--- config.mk ---
export PLATFORM = sky130hd
export DESIGN_NAME = mem_access_arbiter
export DESIGN_NICKNAME = d
export VERILOG_FILES = /design/src/rtl/mem_access_arbiter_pkg.sv /design/src/rtl/mem_access_arbiter.sv
export SDC_FILE = /design/constraint.sdc
export NUM_CORES = 1
export LEC_CHECK = 0
export CORE_ASPECT_RATIO = 2
export CORE_UTILIZATION = 56
export CTS_CLUSTER_DIAMETER = 30
export DETAILED_ROUTE_END_ITERATION = 10
export DONT_BUFFER_PORTS = 1
export GPL_TIMING_DRIVEN = 0
export PLACE_DENSITY = 0.7
export RECOVER_POWER = 100
export SLEW_MARGIN = 20
export SYNTH_ARGS = -nofsm -noshare
export SYNTH_HDL_FRONTEND = slang
export SYNTH_SLANG_ARGS = --single-unit
export TNS_END_PERCENT = 1
--- constraint.sdc ---
create_clock -name clk -period 1.9 [get_ports clk]
set_clock_uncertainty 0.2 [all_clocks]
set_input_delay 0.285 -clock clk [delete_from_list [all_inputs] [get_ports clk]]
set_output_delay 0.285 -clock clk [all_outputs]
set_load 0.005 [all_outputs]
--- src/rtl/mem_access_arbiter_pkg.sv ---
// Shared types for the byte-wide memory port arbiter: address/data types,
// access size and trace codes, and the arbiter state and owner encodings.
package mem_access_arbiter_pkg;

    typedef logic [15:0] mem_addr_t;
    typedef logic [7:0]  mem_data_t;
    typedef logic [15:0] word_t;

    typedef enum logic {
        WORD_OP = 1'b0,
        BYTE_OP = 1'b1
    } op_size;

    typedef enum logic [1:0] {
        MEM_DATA_READ  = 2'd0,
        MEM_DATA_WRITE = 2'd1,
        MEM_FETCH      = 2'd2
    } mem_access_t;

    typedef enum logic [1:0] {
        ARB_IDLE,
        ARB_LO,
        ARB_HI,
        ARB_RESP
    } arb_state_t;

    typedef enum logic {
        OWN_FETCH,
        OWN_DATA
    } arb_owner_t;

    function automatic mem_access_t access_code(input arb_owner_t owner, input logic we);
        if (owner == OWN_FETCH)
            return MEM_FETCH;
        return we ? MEM_DATA_WRITE : MEM_DATA_READ;
    endfunction

endpackage

--- src/rtl/mem_access_arbiter.sv ---
// Shares one byte-wide memory port between instruction fetch and data access,
// splitting words into two little-endian byte cycles. Optional MEM_TRACE_EN.
//
// state     | meaning
// ARB_IDLE  | arbitrate pending requests, latch the winner's fields
// ARB_LO    | byte cycle at addr (low byte / the only byte)
// ARB_HI    | byte cycle at addr+1 (high byte of a word)
// ARB_RESP  | done pulse to the owner; requests not sampled
module mem_access_arbiter
    import mem_access_arbiter_pkg::*;
#(
    parameter int DATA_FIRST = 1
) (
    input  logic        clk,
    input  logic        reset_n,
    input  logic        if_req,
    input  logic [15:0] if_addr,
    output logic        if_done,
    output logic [15:0] if_rdata,
    output logic        if_err,
    input  logic        dt_req,
    input  logic        dt_we,
    input  logic        dt_sz,
    input  logic [15:0] dt_addr,
    input  logic [15:0] dt_wdata,
    output logic        dt_done,
    output logic [15:0] dt_rdata,
    output logic        dt_err,
    output logic        mem_en,
    output logic        mem_we,
    output logic [15:0] mem_addr,
    output logic [7:0]  mem_wdata,
    input  logic [7:0]  mem_rdata
);

    arb_state_t state_q, state_d;
    arb_owner_t owner_q;
    mem_addr_t  addr_q;
    word_t      wdata_q;
    op_size     sz_q;
    logic       we_q;
    logic       err_q;
    mem_data_t  rdata_lo_q;

    logic       grant_data, grant_fetch, odd_word;
    op_size     req_sz;
    mem_addr_t  req_addr;

    logic       resp_fire;
    arb_owner_t resp_owner;
    word_t      resp_rdata;
    logic       resp_err;

    assign grant_data  = dt_req && ((DATA_FIRST != 0) || !if_req);
    assign grant_fetch = if_req && !grant_data;
    assign req_sz      = grant_data ? op_size'(dt_sz) : WORD_OP;
    assign req_addr    = grant_data ? dt_addr : if_addr;
    assign odd_word    = (req_sz == WORD_OP) && req_addr[0];

    always_ff @(posedge clk) begin
        if (!reset_n)
            state_q <= ARB_IDLE;
        else
            state_q <= state_d;
    end

    always_comb begin
        state_d = state_q;
        case (state_q)
            ARB_IDLE: if (grant_data || grant_fetch) state_d = odd_word ? ARB_RESP : ARB_LO;
            ARB_LO:   state_d = (sz_q == BYTE_OP) ? ARB_RESP : ARB_HI;
            ARB_HI:   state_d = ARB_RESP;
            ARB_RESP: state_d = ARB_IDLE;
            default:  state_d = ARB_IDLE;
        endcase
    end

    // Memory strobes are held off while reset is asserted so a transaction
    // being cut off cannot land one more byte write on that edge.
    always_comb begin
        mem_en    = 1'b0;
        mem_addr  = '0;
        mem_wdata = '0;
        case (state_q)
            ARB_LO: begin
                mem_en    = reset_n;
                mem_addr  = addr_q;
                mem_wdata = wdata_q[7:0];
            end
            ARB_HI: begin
                mem_en    = reset_n;
                mem_addr  = addr_q + 16'd1;
                mem_wdata = wdata_q[15:8];
            end
            default: ;
        endcase
        mem_we = mem_en && we_q;
    end

    always_ff @(posedge clk) begin
        if (!reset_n) begin
            owner_q    <= OWN_FETCH;
            addr_q     <= '0;
            wdata_q    <= '0;
            sz_q       <= WORD_OP;
            we_q       <= 1'b0;
            err_q      <= 1'b0;
            rdata_lo_q <= '0;
        end else begin
            case (state_q)
                ARB_IDLE: if (grant_data || grant_fetch) begin
                    owner_q    <= grant_data ? OWN_DATA : OWN_FETCH;
                    addr_q     <= req_addr;
                    wdata_q    <= grant_data ? dt_wdata : '0;
                    sz_q       <= req_sz;
                    we_q       <= grant_data && dt_we;
                    err_q      <= odd_word;
                    rdata_lo_q <= '0;
                end
                ARB_LO: if (!we_q) rdata_lo_q <= mem_rdata;
                default: ;
            endcase
        end
    end

    // Response values are formed on the edge entering RESP so the done
    // pulse and its data come straight from flops.
    assign resp_fire  = (state_d == ARB_RESP) && (state_q != ARB_RESP);
    assign resp_owner = (state_q == ARB_IDLE) ? (grant_data ? OWN_DATA : OWN_FETCH) : owner_q;
    assign resp_err   = (state_q == ARB_IDLE) ? odd_word : err_q;

    always_comb begin
        resp_rdata = '0;
        if (!we_q) begin
            case (state_q)
                ARB_LO:  resp_rdata = {8'h00, mem_rdata};
                ARB_HI:  resp_rdata = {mem_rdata, rdata_lo_q};
                default: resp_rdata = '0;
            endcase
        end
    end

    always_ff @(posedge clk) begin
        if (!reset_n) begin
            if_done  <= 1'b0;
            if_rdata <= '0;
            if_err   <= 1'b0;
            dt_done  <= 1'b0;
            dt_rdata <= '0;
            dt_err   <= 1'b0;
        end else begin
            if_done  <= resp_fire && (resp_owner == OWN_FETCH);
            if_rdata <= (resp_fire && (resp_owner == OWN_FETCH)) ? resp_rdata : '0;
            if_err   <= resp_fire && (resp_owner == OWN_FETCH) && resp_err;
            dt_done  <= resp_fire && (resp_owner == OWN_DATA);
            dt_rdata <= (resp_fire && (resp_owner == OWN_DATA)) ? resp_rdata : '0;
            dt_err   <= resp_fire && (resp_owner == OWN_DATA) && resp_err;
        end
    end

`ifdef MEM_TRACE_EN
    always @(posedge clk) begin
        if (reset_n && (state_q == ARB_RESP) && !err_q)
            $display("%0d %06o", access_code(owner_q, we_q), addr_q);
    end
`else
`endif

endmodule

Yosys cells after proc, flatten, opt, wreduce, memory -nomap -nowiden

Cells that the tools add are included.

Output and inout port bits: 62
Register bits after elaboration: 82
Bits of input ports: 62
Logic and storage cells: 60

Bitwise operators: 2
$add $sub $neg: 1
Eq/ne operators: 7
Reduce and logical (&&, ||, !) cells: 18
Muxes and demuxes: 18

Operators with widths:

| operator                                                              | count |
|---|---|
| 16-bit case mux with 2 select lines                                   | 2 |
| 16-bit two-way mux                                                    | 3 |
| 8-bit case mux with 2 select lines                                    | 2 |
| 16-bit by 1-bit adder with 16-bit output, second input constant       | 1 |
| 8-bit two-way mux                                                     | 2 |
| 1-bit logical AND                                                     | 9 |
| 2-bit case mux with 4 select lines                                    | 1 |
| 2-bit equality test, second input constant                            | 3 |
| 1-bit two-way mux                                                     | 6 |
| 2-bit != test, second input constant                                  | 3 |
| 2-bit AND reduction                                                   | 3 |
| 2-bit two-way mux                                                     | 2 |
| 3-bit AND reduction                                                   | 1 |
| 2-bit by 1-bit equality test with 1-bit output, second input constant | 1 |
| 2-bit logical NOT                                                     | 1 |
| 1-bit inverter                                                        | 2 |
| 2-bit nonzero test                                                    | 1 |
| 2-bit OR reduction                                                    | 1 |
| 1-bit logical NOT                                                     | 1 |
| 1-bit logical OR                                                      | 1 |

Logic depth before layout (Yosys ltp)

Depth in word-level cells: 10
Mapped depth: 8
Depth with buffers taken out: 6

Worst setup path before layout

No wires, ideal clock.

Path type: register to register
Start: reg state_q[1]
End: reg dt_rdata[12]
Buffers on the path: 2
Arrival: 1584 ps
Period minus slack after synthesis: 1901 ps
Cell stages (with the launch flop): 9
Data required time: 1583 ps
Library setup time: 117 ps
Setup slack: -1 ps
Cells stage by stage: dfxtp_1 > inv_1 > ha_1 > buf_2 > a211o_1 > o311a_1 > nand3_2 > buf_2 > nor2_1

Word-level cells in the longest chain between the ends: 6

RTL lines:

| item                                              | line                      | RTL |
|---|---|---|
| from (decl)                                       | mem_access_arbiter.sv:36  | `arb_state_t state_q, state_d;` |
| from (signal assigned)                            | mem_access_arbiter.sv:64  | `state_q <= state_d;` |
| 2-bit equality test, or another cell as far along | mem_access_arbiter.sv:69  | `case (state_q)` |
| 2-bit case mux with 4 select lines                | mem_access_arbiter.sv:69  |  |
| 2-bit equality test                               | mem_access_arbiter.sv:128 | `assign resp_fire = (state_d == ARB_RESP) && (state_q != ARB_RESP);` |
| 1-bit logical AND                                 | mem_access_arbiter.sv:128 |  |
| 1-bit logical AND                                 | mem_access_arbiter.sv:156 | `dt_rdata <= (resp_fire && (resp_owner == OWN_DATA)) ? resp_rdata : '0;` |
| 2-bit AND reduction (no line)                     | -                         |  |
| to (signal assigned)                              | mem_access_arbiter.sv:156 |  |
| to (decl)                                         | mem_access_arbiter.sv:27  | `output logic [15:0] dt_rdata,` |

Parallel ways exist; a longest one is shown, timed or not.
A chain may end at the register's enable or synchronous reset.

Worst setup path after layout

Start: reg addr_q[7]
End: out mem_addr[12]

Word-level cells in the longest chain between the ends: 2

RTL lines:

| item                                     | line                      | RTL |
|---|---|---|
| from (decl)                              | mem_access_arbiter.sv:38  | `mem_addr_t addr_q;` |
| from (signal assigned)                   | mem_access_arbiter.sv:113 | `addr_q <= req_addr;` |
| 16-bit by 1-bit adder with 16-bit output | mem_access_arbiter.sv:92  | `mem_addr = addr_q + 16'd1;` |
| 16-bit case mux with 2 select lines      | mem_access_arbiter.sv:84  | `case (state_q)` |
| to (decl)                                | mem_access_arbiter.sv:31  | `output logic [15:0] mem_addr,` |

No other way between the ends.

==> results.json <==
{
  "die_y_um": 114.4,
  "grt_usage": 0.3081,
  "num_antenna_cells": 0,
  "viasPerCell": 5.777,
  "setup_viol": 80,
  "synth_ff_type": "dfxtp_1",
  "leakage_nw": 1.778,
  "vias": 3241,
  "die-area_um2": 6660,
  "worstSetupEndpointType": "output port",
  "final_nets": 542,
  "period_minus_slack_ps": 2222,
  "drv_slew": 0,
  "synth_area_um2": 3538,
  "fin_ws_ps": -322.1,
  "maxCapViolCount": 0,
  "final_cell_mix": "nor2_1, dfxtp_1, dlygate4sd3_1, nand2_1, a22oi_1",
  "slowest_delay_ps": 370,
  "clock_tree.root_cell": "clkbuf_16",
  "fmax_ghz": 0.4500,
  "worst-setup-path-type": "flop to output port",
  "first_pass_iters": 5,
  "area_growth_pct": 34.12,
  "grt_pass1_wl_mm": 15.66,
  "syn_avg_cell_area_um2": 8.588,
  "violations": "hold timing, setup timing",
  "core_area_um2": 6056,
  "synth-edff-count": 0,
  "drt_wl_total_mm": 9.796,
  "drive_gt1_frac": 0.2096,
  "instances_no_fill": 561,
  "cts_sinks": 82,
  "drtAntennaViolNets": 0,
  "vdd_drop_max_uv": 781.0,
  "required_ps": 1410,
  "path_cells": "buf_6 -> and3_1 -> nand4_1 -> o311ai_4 -> o41ai_4",
  "rsz0062_at_grt": "yes",
  "cts_made_buffers": 9,
  "place_hpwl_mm": 6.730,
  "hold_viol": 1,
  "ios": 124,
  "hold-worst-slack_ps": -5.036,
  "clk_path_buf_depth": 2,
  "cts_max_level": 3,
  "placedCellCount": 496,
  "cp-start-kind": "flop",
  "routedWlPerCell_um": 17.46,
  "grt_pass1_vias": 3313,
  "cts_tree": "yes",
  "clk_latency_ps": 340,
  "num_rows": 40,
  "antenna_found_initial": 0,
  "synth.distinct_cells": 44,
  "async_flop_share": 0,
  "worst_pin_slew_ps": 659.6,
  "synth_nets": 480,
  "ys_seq_elements": 82,
  "clkSlewWorstSetupHoldPaths_ps": 50,
  "hp-class": "input port to flop",
  "synth_seq_area_share": 0.4639,
  "maxSlewHeadroom": 0.5603,
  "drt_iter0_drc": 177,
  "final.period_utilization": 1.170,
  "die-width_um": 58.21,
  "gp_congestion": 0.8990,
  "powerDensity_nw_per_um2": 1144,
  "start_util": 0.5843,
  "drcViolationCount": 0,
  "crit_arrival_ps": 1740,
  "critPathBufInv": 1,
  "grt_overflow": 0,
  "tns_ps": -11270,
  "grt_max_degree": 13,
  "io_buffers": 0,
  "syn_inst": 412,
  "status": "complete, but fails checks",
  "cp_max_fo": 9,
  "layout_commonest_cell": "nor2_1",
  "ys_warn_count": 0,
  "cp_slowest_cell": "o311ai_4",
  "crit_family": "compound AO/OA/AOI/OAI gates"
}
==> sequential cells by signal (all words and copies together) (netlist names), 2 cells and up <==
| signal | flops |
|---|---|
| addr_q | 16 |
| state_q | 2 |
| wdata_q | 16 |
| if_rdata | 16 |
| rdata_lo_q | 8 |
| dt_rdata | 16 |
==> Yosys cell counts, drive strengths merged, types with 7 or more instances <==
cell type  count  area share
a22o           9       0.022
a21oi         12       0.017
nand2         36       0.038
clkbuf        11       0.012
nor2          90       0.095
nand3         15       0.023
o21ai         11       0.016
buf           17       0.024
dfxtp         82        0.46
a211oi        17       0.036
nand4          7       0.012
inv           10       0.011
a22oi         28       0.059
mux2i         17       0.048
==> layout make-up <==
cell class              instances  area [um^2]
fillers                       405         1310
multi-input cells             292         1949
repair buffers                 52        501.7
well taps                      84        105.1
clock inverters                 3        17.52
inverters                      10        45.04
clock buffers                  11        242.7
flip-flops and latches         82         1659
plain buffers                  27        225.2
==> layer usage <==
metal / vias to the layer above / global-route usage / part of all wire
li1: 1590 / - / -
met2: 127 / 0.5663 / 0.58
met1: 1499 / 0.3021 / 0.33
met3: 25 / 0.07571 / 0.056
met5: - / 0 / 0
met4: 0 / 0.1714 / 0.033
==> final timing paths <==
kind,from,to,slack [ps],cells past startpoint
min,dt_addr[5],addr_q[5],-5,2
min reg2reg,rdata_lo_q[5],rdata_lo_q[5],250,2
max,addr_q[7],mem_addr[12],-320,5
max reg2reg,state_q[0],if_err,-260,9
==> power by group <==
part / internal, mW / switching (mW)
registers: 1.91 / 0.186
logic: 0.756 / 1.05
clock network: 0.900 / 0.630
==> through the flow <==
step	power [mW]	hold slack [ps]	setup slack, ps	instance area, um^2	util
after floorplan	3.035	206.7	2.731	3541	-
after global placement	3.355	209.4	-340.9	3646	0.6021
after detailed placement	3.388	221.2	-370.5	3646	0.6021
after CTS	5.264	2.961	-360.6	4579	0.7562
after global routing	5.708	20.70	-391.8	4746	0.7837
final	5.431	-5.036	-322.1	4746	0.7837
==> logic make-up after synthesis <==
group	after synthesis	share of synthesized area
compound gates	103	0.2129
simple gates	166	0.2076
flops	82	0.4639
fa+ha+maj	6	0.02122
buf+inv	38	0.04633
mux	17	0.04809
==> repair_timing <==
action                     4_1_cts  5_1_grt
hold endpoints to repair        57        0
pin swaps                       14       15
setup buffers                    6        3
hold buffers                    43        0
setup endpoints to repair       97       97
cloned                           0        0
resized for setup               56       58
Note: power is estimated with default switching activity, not from simulation.
